### src/rtl/sigmoid_lut_sched.sv
// Shared sigmoid lookup path for several LSTM gate requesters.
// Round-robin arbitration feeds one address calculator and an external
// synchronous ROM; sign symmetry and saturation are applied on the way out,
// and each result carries the id of the requester that issued it.

// Maps a sign-magnitude operand magnitude onto a ROM address and flags
// magnitudes beyond the table range.
module sigmoid_addr_calc #(
    parameter int IN_W   = 12,
    parameter int ADDR_W = 9
) (
    input  logic [IN_W-2:0]   mag_i,
    output logic [ADDR_W-1:0] addr_o,
    output logic              oor_o
);
    assign addr_o = mag_i[ADDR_W-1:0];
    assign oor_o  = (mag_i > (IN_W-1)'(12'h180));
endmodule

module sigmoid_lut_sched #(
    parameter int              N_REQ  = 3,
    parameter int              IN_W   = 12,
    parameter int              ADDR_W = 9,
    parameter int              OUT_W  = 12,
    parameter logic [OUT_W-1:0] ONE   = 12'h400,
    parameter int              ID_W   = (N_REQ > 1) ? $clog2(N_REQ) : 1
) (
    input  logic                  clk,
    input  logic                  rst,
    input  logic [N_REQ-1:0]      req_valid,
    input  logic [N_REQ*IN_W-1:0] req_data,
    output logic [N_REQ-1:0]      req_ready,
    output logic                  lut_en,
    output logic [ADDR_W-1:0]     lut_addr,
    input  logic [OUT_W-1:0]      lut_rdata,
    output logic                  res_valid,
    output logic [OUT_W-1:0]      res_data,
    output logic [ID_W-1:0]       res_id,
    input  logic                  res_ready,
    output logic                  busy
);

    // Symmetry and saturation: sigmoid(-x) = ONE - sigmoid(x); out-of-range
    // inputs clamp to the asymptote matching their sign.
    function automatic logic [OUT_W-1:0] sym_sat(input logic sign,
                                                 input logic oor,
                                                 input logic [OUT_W-1:0] rd);
        logic [OUT_W-1:0] r;
        if (oor) r = sign ? '0 : ONE;
        else     r = sign ? (ONE - rd) : rd;
        return r;
    endfunction

    logic              stall;
    logic              accept;
    logic              found;
    logic [ID_W-1:0]   grant_idx;
    logic [N_REQ-1:0]  grant_vec;
    logic [ID_W-1:0]   rr_ptr_q, rr_ptr_d;
    logic [IN_W-1:0]   sel_data;
    logic [ADDR_W-1:0] calc_addr;
    logic              calc_oor;

    // Stage 1: address register, sign/range/id of the accepted request
    logic              s1_v_q;
    logic [ADDR_W-1:0] s1_addr_q;
    logic              s1_sign_q, s1_oor_q;
    logic [ID_W-1:0]   s1_id_q;

    // Stage 2: ROM read in flight; lut_rdata belongs to this entry
    logic              s2_v_q;
    logic              s2_sign_q, s2_oor_q;
    logic [ID_W-1:0]   s2_id_q;

    // Output stage
    logic              res_v_q;
    logic [OUT_W-1:0]  res_data_q, res_data_d;
    logic [ID_W-1:0]   res_id_q;

    assign stall = res_v_q & ~res_ready;

    // Round-robin search starting one past the last granted requester.
    always_comb begin
        logic [ID_W-1:0] cand;
        found     = 1'b0;
        grant_idx = '0;
        grant_vec = '0;
        cand      = '0;
        for (int k = 1; k <= N_REQ; k++) begin
            cand = ID_W'((int'(rr_ptr_q) + k) % N_REQ);
            if (!found && req_valid[cand]) begin
                found     = 1'b1;
                grant_idx = cand;
            end
        end
        if (found) grant_vec[grant_idx] = 1'b1;
    end

    assign accept    = found & ~stall;
    assign req_ready = grant_vec & {N_REQ{~stall}};
    assign sel_data  = req_data[int'(grant_idx)*IN_W +: IN_W];
    assign rr_ptr_d  = accept ? grant_idx : rr_ptr_q;

    sigmoid_addr_calc #(
        .IN_W   (IN_W),
        .ADDR_W (ADDR_W)
    ) u_addr_calc (
        .mag_i  (sel_data[IN_W-2:0]),
        .addr_o (calc_addr),
        .oor_o  (calc_oor)
    );

    // Round-robin pointer; reset value gives requester 0 top priority.
    always_ff @(posedge clk) begin
        if (rst) rr_ptr_q <= ID_W'(N_REQ - 1);
        else     rr_ptr_q <= rr_ptr_d;
    end

    // Stage 1 load on accept; bubbles in when idle; holds during stall.
    always_ff @(posedge clk) begin
        if (rst) begin
            s1_v_q    <= 1'b0;
            s1_addr_q <= '0;
            s1_sign_q <= 1'b0;
            s1_oor_q  <= 1'b0;
            s1_id_q   <= '0;
        end else if (!stall) begin
            s1_v_q <= accept;
            if (accept) begin
                s1_addr_q <= calc_addr;
                s1_sign_q <= sel_data[IN_W-1];
                s1_oor_q  <= calc_oor;
                s1_id_q   <= grant_idx;
            end
        end
    end

    // Stage 2 tracks the entry whose ROM read is being performed.
    always_ff @(posedge clk) begin
        if (rst) begin
            s2_v_q    <= 1'b0;
            s2_sign_q <= 1'b0;
            s2_oor_q  <= 1'b0;
            s2_id_q   <= '0;
        end else if (!stall) begin
            s2_v_q    <= s1_v_q;
            s2_sign_q <= s1_sign_q;
            s2_oor_q  <= s1_oor_q;
            s2_id_q   <= s1_id_q;
        end
    end

    assign res_data_d = sym_sat(s2_sign_q, s2_oor_q, lut_rdata);

    // Output register; held result stays stable until consumed.
    always_ff @(posedge clk) begin
        if (rst) begin
            res_v_q    <= 1'b0;
            res_data_q <= '0;
            res_id_q   <= '0;
        end else if (!stall) begin
            res_v_q    <= s2_v_q;
            res_data_q <= res_data_d;
            res_id_q   <= s2_id_q;
        end
    end

    assign lut_en    = s1_v_q & ~stall;
    assign lut_addr  = s1_addr_q;
    assign res_valid = res_v_q;
    assign res_data  = res_data_q;
    assign res_id    = res_id_q;
    assign busy      = s1_v_q | s2_v_q | res_v_q;

endmodule

### config.mk
export PLATFORM = sky130hd
export DESIGN_NAME = sigmoid_lut_sched
export DESIGN_NICKNAME = d
export VERILOG_FILES = /design/src/rtl/sigmoid_lut_sched.sv
export SDC_FILE = /design/constraint.sdc
export NUM_CORES = 1
export LEC_CHECK = 0
export ABC_AREA = 1
export CAP_MARGIN = 20
export CORE_UTILIZATION = 48
export DETAILED_ROUTE_END_ITERATION = 12
export GPL_TIMING_DRIVEN = 0
export PLACE_DENSITY = 0.89
export SLEW_MARGIN = 40
export SYNTH_ARGS = -nofsm -noshare
export SYNTH_HDL_FRONTEND = slang
export SYNTH_HIERARCHICAL = 1
export SYNTH_SLANG_ARGS = --single-unit
### constraint.sdc
create_clock -name clk -period 4.9 [get_ports clk]
set_clock_uncertainty 0.05 [all_clocks]
set_input_delay 0.98 -clock clk [delete_from_list [all_inputs] [get_ports clk]]
set_output_delay 0.98 -clock clk [all_outputs]
set_load 0.02 [all_outputs]
Word-level counts from Yosys, hierarchy flattened:

Cells that the tools add are included.

* flip-flop bits (word level): 36
* logic and storage cells: 60
* output and inout bits: 29

* bitwise gates (word level): 8
* div/mod/pow operators: 3
* multiplexer cells: 18
* $mul: 1
* reduce and logical (&&, ||, !) cells: 6
* shifts and indexed selects: 1
* add/sub/neg operators: 4
* order comparisons: 6

Operators by type and width (number)
* 32-bit by 3-bit modulo with 32-bit output, second input constant: 3
* 36-bit by 7-bit indexed part select with 12-bit output: 1
* 12-bit 2-to-1 mux: 2
* 2-bit by 3-bit less-than comparator with 1-bit output, second input constant: 4
* 11-bit by 12-bit subtractor with 12-bit output, first input constant: 1
* 11-bit by 9-bit greater-than comparator with 1-bit output, second input constant: 1
* 11-bit 2-to-1 mux: 1
* 1-bit 2-to-1 mux: 7
* 2-bit by 2-bit adder with 3-bit output, second input constant: 2
* 1-bit binary-select mux with 2-bit select: 3
* 2-bit 2-to-1 mux: 3
* 2-bit by 2-bit multiplier with 4-bit output, second input constant: 1
* 2-bit by 1-bit adder with 3-bit output, second input constant: 1
* 1-bit bitwise AND: 3
* 3-bit bitwise AND: 1
* 1-bit logical AND: 3
* 3-bit 2-to-1 mux: 1
* 1-bit demux with 2-bit select: 1
* 2-bit by 1-bit greater-or-equal comparator with 1-bit output, second input constant: 1
* 1-bit zero test: 2
* 1-bit NOT: 2
* 1-bit bitwise OR: 2
* 2-bit AND reduction: 1

Depth between registers and ports, before layout:

Gate-level depths: netlist (run 1).

* depth in word-level cells: 17
* gate-level depth with buffers: 19
* depth with buffers taken out: 18

Modules after synthesis:

The synthesis (run 1) kept the hierarchy.

By module, submodules not included
* sigmoid_lut_sched: instances 1, cells an instance 311, area each 2063.2 sq um, sequential area each 700.7 sq um
* sigmoid_addr_calc: instances 1, cells an instance 20, area each 110.1 sq um, sequential area each 0.0 sq um

Worst setup path after synthesis (run 1):

No wires, ideal clock.

* path kind: input to output
* start: input port req_valid[1]
* end: output port req_ready[0]
* arrival time: 2027 ps
* path buffers: 1
* stages: 8
* setup slack: 1843 ps
* cells stage by stage: nand2_1 nand3_2 nand2_4 inv_2 o21ai_2 nand2_2 buf_2 nor3_2

* word-level cells in the longest chain between the ends: 15

Ends and longest elaborated chain
* from (decl): RTL line 30 `input logic [N_REQ-1:0] req_valid,`
* 1-bit binary-select mux with 2-bit select: RTL line 91 `if (!found && req_valid[cand]) begin`
* 1-bit 2-to-1 mux (not written as such): RTL line 91
* 1-bit 2-to-1 mux: RTL line 91
* 1-bit zero test: RTL line 91
* 1-bit logical AND: RTL line 91
* 1-bit 2-to-1 mux: RTL line 91
* 1-bit zero test: RTL line 91
* 1-bit logical AND: RTL line 91
* 2-bit 2-to-1 mux: RTL line 91
* 2-bit by 3-bit less-than comparator with 1-bit output (not written as such) or 2-bit by 1-bit greater-or-equal comparator with 1-bit output (tied branches): RTL line 96 `if (found) grant_vec[grant_idx] = 1'b1;`
* 1-bit logical AND (not written as such): RTL line 96
* 1-bit 2-to-1 mux (not written as such): RTL line 96
* 1-bit demux with 2-bit select: RTL line 96
* 3-bit 2-to-1 mux *: RTL line 96
* 3-bit bitwise AND *: RTL line 100 `assign req_ready = grant_vec & {N_REQ{~stall}};`
* to (decl): RTL line 32 `output logic [N_REQ-1:0] req_ready,`

Every way passes the cells marked *; elsewhere a longest branch is shown, timed or not. The select of a mux whose other input is x is not followed.

Final worst setup path (run 1):

* start: input port req_valid[2]
* end: output port req_ready[0]

The elaborated chain is that of the path after synthesis.

==> results of run 1 <==
-- worst paths after layout --
| path | start | endpoint | depth (start not counted) | slack, ps |
|---|---|---|---|---|
| worst max-delay path | req_valid[2] | req_ready[0] | 9 | 800 |
| worst min-delay path | res_data[5] | res_data[5] | 2 | 420 |
| worst max register to register | rr_ptr_q[0] | s1_oor_q | 15 | 2180 |
| worst min register to register | res_data[5] | res_data[5] | 2 | 420 |
-- cells by family (layout without fill, tap and decap cells) --
family	Yosys count	count (layout)	share of synthesized area [%]
AOI/OAI and AO/OA	86	86	21.36
xor gates and xnor gates	2	2	0.8061
adders and majority gates	5	5	2.879
buffers and inverters	60	149	13.01
DFF	35	35	32.24
and+or+nand+nor	143	143	29.71
-- cell type report --
| cell class | instances | area, um2 |
|---|---|---|
| tap | 52 | 65.06 |
| clock buffer | 5 | 68.82 |
| buffer | 25 | 151.4 |
| clock inverter | 3 | 20.02 |
| inverter | 35 | 131.4 |
| fill | 360 | 1216 |
| multi-input combinational | 236 | 1190 |
| sequential | 35 | 700.7 |
| timing repair buffer | 81 | 810.8 |
-- sequential cells by signal, indices dropped and copies added (netlist names) --
register	flops
res_data	12
lut_addr	9
res_id	2
rr_ptr_q	2
s2_id_q	2
res_valid	1
s1_id_q	1
s1_oor_q	1
s1_sign_q	1
s1_v_q	1
s2_oor_q	1
s2_sign_q	1
s2_v_q	1
-- worst min-delay path, stage by stage, from the launching register on --
cell	delay, ps
dfxtp_1	310
nand2_1	60
a21oi_1	50
-- metal layers --
| layer | GRT usage [%] | part of all wire, % | up-vias |
|---|---|---|---|
| li1 | - | - | 1248 |
| met1 | 25.98 | 42 | 1068 |
| met3 | 6.250 | 6.8 | 6 |
| met4 | 7.256 | 1.3 | 0 |
| met5 | 0 | 0 | - |
| met2 | 42.50 | 49 | 84 |
-- metrics by stage --
stage	utilization, %	hold slack (ps)	cell area [um2]
CTS	72.07	416.8	3138
global route	72.07	431.6	3138
global placement	70.03	398.0	3049
detailed placement	70.03	405.5	3049
finish	72.07	415.1	3138
floorplan	-	390.4	2173
-- power by group --
| group | switching, mW | internal, mW |
|---|---|---|
| Sequential | 0.0462 | 0.371 |
| Clock | 0.110 | 0.0988 |
| Combinational | 0.809 | 0.649 |
-- layout by cell type (no fill, tap or decap), types with 2 or more instances in the layout --
cell / netlist / final
buf_2: 4 / 4
nor3_1: 2 / 2
clkbuf_8: 0 / 5
nand3_2: 4 / 4
nand3b_1: 4 / 4
clkdlybuf4s50_1: 0 / 81
clkinvlp_4: 0 / 2
nand2_2: 5 / 5
nand2_1: 59 / 59
nor2_1: 42 / 42
inv_2: 5 / 5
nand3_1: 18 / 18
buf_4: 10 / 10
xnor2_1: 2 / 2
buf_6: 2 / 2
o21ai_0: 26 / 26
a21oi_1: 31 / 31
dfxtp_1: 35 / 35
a31oi_1: 2 / 2
clkbuf_1: 9 / 9
o21ai_1: 21 / 21
inv_1: 30 / 30
nand4_1: 6 / 6
ha_1: 5 / 5
==> qor.txt, run 1 <==
Run status: finished, final reports clean
Number of antenna diodes: 0
Fraction of the cycle the final worst path needs: 83.75%
Top cells by count, synth: 59 x nand2_1, 42 x nor2_1, 35 x dfxtp_1
Netlist area before placement: 2173 um2
Most frequently used cell type in the post-synthesis netlist: nand2_1
Number of top-level pins: 83
Port Buffers: 81
Number of flops mapped to enable cells by yosys: 0
Number of buffers and inverters on the critical path: 4
Detail Route Antenna Nets: 0
Overall routed net length: 5386 um
Pin count of the biggest net entering global routing: 13
Global-route wire length before repair: 8997 um
Number of buffers inserted to repair setup after CTS: 0
Fin. Hold Viols: 0
Share of the yosys chip area belonging to registers: 32.24%
CTS resizes: 0
Quantity of hold-fixing buffers added after cts: 0
Drt pass-1 iters: 4
Class of the tightest hold or removal check: flop to flop
Ordered cell list for the critical path: clkdlybuf4s50_1, nand3_1, inv_1, a21oi_4, nand4_1, nand2_2, buf_2, nor3_2, clkdlybuf4s50_1
Cell types occupying the most area after synthesis: dfxtp_1 32%, nand2_1 10%, nor2_1 7.3%
Main flop type after synthesis: dfxtp_1
Total power density per cell area: 664.1 nW/um2
# clock sinks: 35
Clock buffer depth: 2
Largest stage delay on the critical path: 620 ps
Routability cong.: 0.8408
Min Clock Period, post-route: 4104 ps
Post-route total power: 2.084 mW
Setup repair after global routing missed its margin: false
Maximum Capacitance Violations: 0
Warning count from the yosys run: 6
Area Overhead vs Synth: 44.39%
Actual slew at the worst max-slew pin: 490.3 ps
Smallest setup slack after layout: 796.4 ps
Cell at the root of the clock tree: clkbuf_8
CTS Buf Count: 5
Fraction of final layout cells sized beyond drive strength 1: 10.48%
Count of non-filler cells in the finished layout: 472
Global router's overall resource usage: 23.25%
Die area: 4801 um2
Antenna violations before repair: 0
Number of global-route vias before repair: 2111
Estimated wirelength of the detail-placed design: 4310 um
Pre-CTS setup slack: 807.1 ps
Area of the core region: 4354 um2
Share of flip-flops with an asynchronous set or reset after synthesis: 0%
Number of flip-flops and latches in the synthesized netlist: 35
Die Y-Extent: 69.29 um
Total placed cells including tap cells: 464
Dominant delay contributor by cell family on the critical path: buffers and inverters
Crit path top cell by count: clkdlybuf4s50_1
Peak fanout along the critical path: 10
CP arrival: 3070 ps
Slew Limit Headroom: 67.32%
Leak: 1.364 nW
Net Count, Synth: 390
Average routed wire per standard cell: 11.41 um
Standard cell with the maximum stage delay on the critical path: clkdlybuf4s50_1
Number of nets in the layout: 478
Die width: 69.29 um
Unique masters post-synth: 30
Class of the most critical setup path: input pin to output port
H-Tree Level Count: 2
Final setup violating endpoints: 0
Cell count after synthesis: 331
Achievable clock frequency: 243.7 MHz
Final-layout setup total negative slack: 0 ps
Pins over their slew limit: 0
Clock latency at the later pin of the worst-skew pair: 290 ps
Synthesized area divided by synthesized cell count: 6.566 um2
Starting density of the core: 49.91%
Maximum resistive drop on vdd: 0.5913 mV
Required time at the endpoint of the critical path: 3870 ps
Count of standard-cell rows: 24
Register clock-pin slew on the reported worst setup and hold paths: 70 ps
Via/cell ratio: 5.097
Largest area contributor in the netlist: dfxtp_1
# DRC: 0
Total number of vias: 2406
Type of destination of the critical path: output port
Fraction of post-synthesis cell area in the top cell type by area: 32.24%
Initial drt markers: 138
TritonCTS clock tree: built
Overflow after GRT: 0
Setup crit start kind: input pin
Note: power is estimated with default switching activity, not from simulation.
==> run 2, diff against run 1 <==
--- a/config.mk
+++ b/config.mk
@@ -7,10 +7,10 @@
 export LEC_CHECK = 0
 export ABC_AREA = 1
 export CAP_MARGIN = 20
-export CORE_UTILIZATION = 48
+export CORE_UTILIZATION = 40
 export DETAILED_ROUTE_END_ITERATION = 12
 export GPL_TIMING_DRIVEN = 0
-export PLACE_DENSITY = 0.89
+export PLACE_DENSITY = 0.8
 export SLEW_MARGIN = 40
 export SYNTH_ARGS = -nofsm -noshare
 export SYNTH_HDL_FRONTEND = slang
==> constraint.sdc (replaced) <==
create_clock -name clk -period 3.3 [get_ports clk]
set_clock_uncertainty 0.05 [all_clocks]
set_input_delay 0.66 -clock clk [delete_from_list [all_inputs] [get_ports clk]]
set_output_delay 0.66 -clock clk [all_outputs]
set_load 0.02 [all_outputs]
==> run 2 against run 1 <==
Effect of this change: global-route usage is 2.6 points lower; register-to-register slack worse by 1500 ps; design area is 0.68% higher; utilization is 11 points lower; largest cell class unchanged; via count is 1.3% higher; total power is 48% higher; setup slack worse by 650 ps; count of clock-buffer cells in the layout is 1 higher; routed wire length is 6.6% higher; clock power is 49% higher.
==> qor.txt, run 2 (synthesis results as in run 1) <==
Class of the tightest hold or removal check: flop to flop
Actual slew at the worst max-slew pin: 460.0 ps
Min Clock Period, post-route: 3157 ps
Overall routed net length: 5739 um
Required time at the endpoint of the critical path: 2590 ps
Leading cell types in the layout, fill and taps excluded: 78 x clkdlybuf4s50_1, 59 x nand2_1, 42 x nor2_1
Pins over their slew limit: 0
Combinational Power Share: 69.8%
Setup crit start kind: flop
Maximum resistive drop on vdd: 0.8012 mV
Fraction of the cycle the final worst path needs: 95.68%
Post-DP Area: 3072 um2
Number of top-level pins: 83
Achievable clock frequency: 316.7 MHz
Maximum Capacitance Violations: 0
Run status: finished, final reports clean
Die Y-Extent: 75.71 um
Final setup violating endpoints: 0
Pre-CTS setup slack: -181.4 ps
Total number of vias: 2437
Antenna violations before repair: 0
Overflow after GRT: 0
Via/cell ratio: 4.984
Most common library cell in the layout ignoring fill and taps: clkdlybuf4s50_1
Startpoint of the worst register-to-register path: rr_ptr_q[0]
Global router's overall resource usage: 20.69%
NetSw: 1.440 mW
Clock buffer depth: 2
CTS Buf Count: 5
Worst hold margin: 413.2 ps
Core Util, Final: 61.08%
Routability cong.: 0.8993
# DRC: 0
Final-layout setup total negative slack: 0 ps
Class of the most critical setup path: flop to output port
Peak fanout along the critical path: 7
TritonCTS clock tree: built
Switching share of total power: 46.61%
Fraction of final layout cells sized beyond drive strength 1: 10.98%
Cell at the root of the clock tree: clkbuf_8
Smallest setup slack after layout: 142.7 ps
Setup repair after global routing missed its margin: false
CP arrival: 2450 ps
Port Buffers: 81
Initial drt markers: 82
Die area: 5732 um2
Count of standard-cell rows: 26
Starting density of the core: 42.02%
Critical Path Source: rr_ptr_q[0]
Type of destination of the critical path: output port
Leak: 1.377 nW
Pin count of the biggest net entering global routing: 11
Area Overhead vs Synth: 45.37%
H-Tree Level Count: 2
Global-route wire length before repair: 9011 um
Fin. Hold Viols: 0
Clock latency at the later pin of the worst-skew pair: 290 ps
Quantity of hold-fixing buffers added after cts: 0
Total power density per cell area: 978.2 nW/um2
Die width: 75.71 um
Clock network power share: 10.1%
Average routed wire per standard cell: 11.74 um
Number of nets in the layout: 478
Number of antenna diodes: 0
Proportion of power drawn by flip-flops and latches: 20.1%
Slew Limit Headroom: 69.33%
Number of global-route vias before repair: 2166
# clock sinks: 35
Post-route standard cell area excluding fillers: 3159 um2
Register clock-pin slew on the reported worst setup and hold paths: 70 ps
Worst min-delay path startpoint: s1_id_q[1]
Cell-internal power: 1.650 mW
Estimated wirelength of the detail-placed design: 4490 um
Detail Route Antenna Nets: 0
Area of the core region: 5172 um2
Drt pass-1 iters: 4
Number of flip-flops in the largest register: 12
## run 2: repair_timing
item,4_1_cts,5_1_grt
endpoints found under the hold margin,0,0
gates resized for setup,5,2
buffers inserted,0,0
endpoints found under the setup margin,3,2
## run 2: final timing paths
check	slack, ps	to	cells after the start
max	140	req_ready[1]	11
min reg2reg	410	s1_id_q[1]	2
min	410	s1_id_q[1]	2
max reg2reg	660	s1_oor_q	16
## run 2: per-layer routing
| metal | up-vias | global-route usage (%) | routed length (um) | part of all wire, % |
|---|---|---|---|---|
| met5 | - | 0 | 0 | 0 |
| met4 | 0 | 8.025 | 96 | 1.7 |
| met3 | 10 | 4.233 | 400 | 7.0 |
| met2 | 105 | 38.39 | 2732 | 48 |
| met1 | 1072 | 23.10 | 2509 | 44 |
| li1 | 1250 | - | - | - |
## run 2: power groups by stage
stage	Combinational, mW	Sequential (mW)	Clock (mW)
detailed placement	2.17	0.628	0
floorplan	1.48	0.711	0
global route	2.39	0.634	0.340
finish	2.16	0.620	0.312
CTS	2.16	0.620	0.320
global placement	2.12	0.623	0
## run 2: cell type report
cell class              count  area [um2]
clock buffers               6       82.58
inverters                  35       131.4
clock inverters             1       5.005
fillers                   470        2013
repair buffers             81       803.3
multi-input cells         236        1196
flip-flops and latches     35       701.9
plain buffers              25       151.4
well taps                  70       87.58
## run 2: per-stage QoR
stage | total power, mW | instances
after floorplan | 2.186 | 331
after global placement | 2.746 | 482
after detailed placement | 2.800 | 482
after CTS | 3.101 | 489
after global routing | 3.366 | 489
final | 3.090 | 489
## run 2: worst max-delay path, cell delays in order (launching register included)
cell	delay, ps
dfxtp_2	360
inv_1	80
ha_1	370
inv_2	130
nand2_1	80
nand2_1	100
nand2_4	90
inv_2	70
nand2_1	90
a31oi_2	290
and2_1	180
dlygate4sd2_1	330
==> run 3, diff against run 2 <==
--- a/config.mk
+++ b/config.mk
@@ -9,6 +9,7 @@
 export CAP_MARGIN = 20
 export CORE_UTILIZATION = 40
 export DETAILED_ROUTE_END_ITERATION = 12
+export GPL_ROUTABILITY_DRIVEN = 0
 export GPL_TIMING_DRIVEN = 0
 export PLACE_DENSITY = 0.8
 export SLEW_MARGIN = 40
==> results of run 3 <==
Final layout, timing and power as in run 2 (identical DEF).
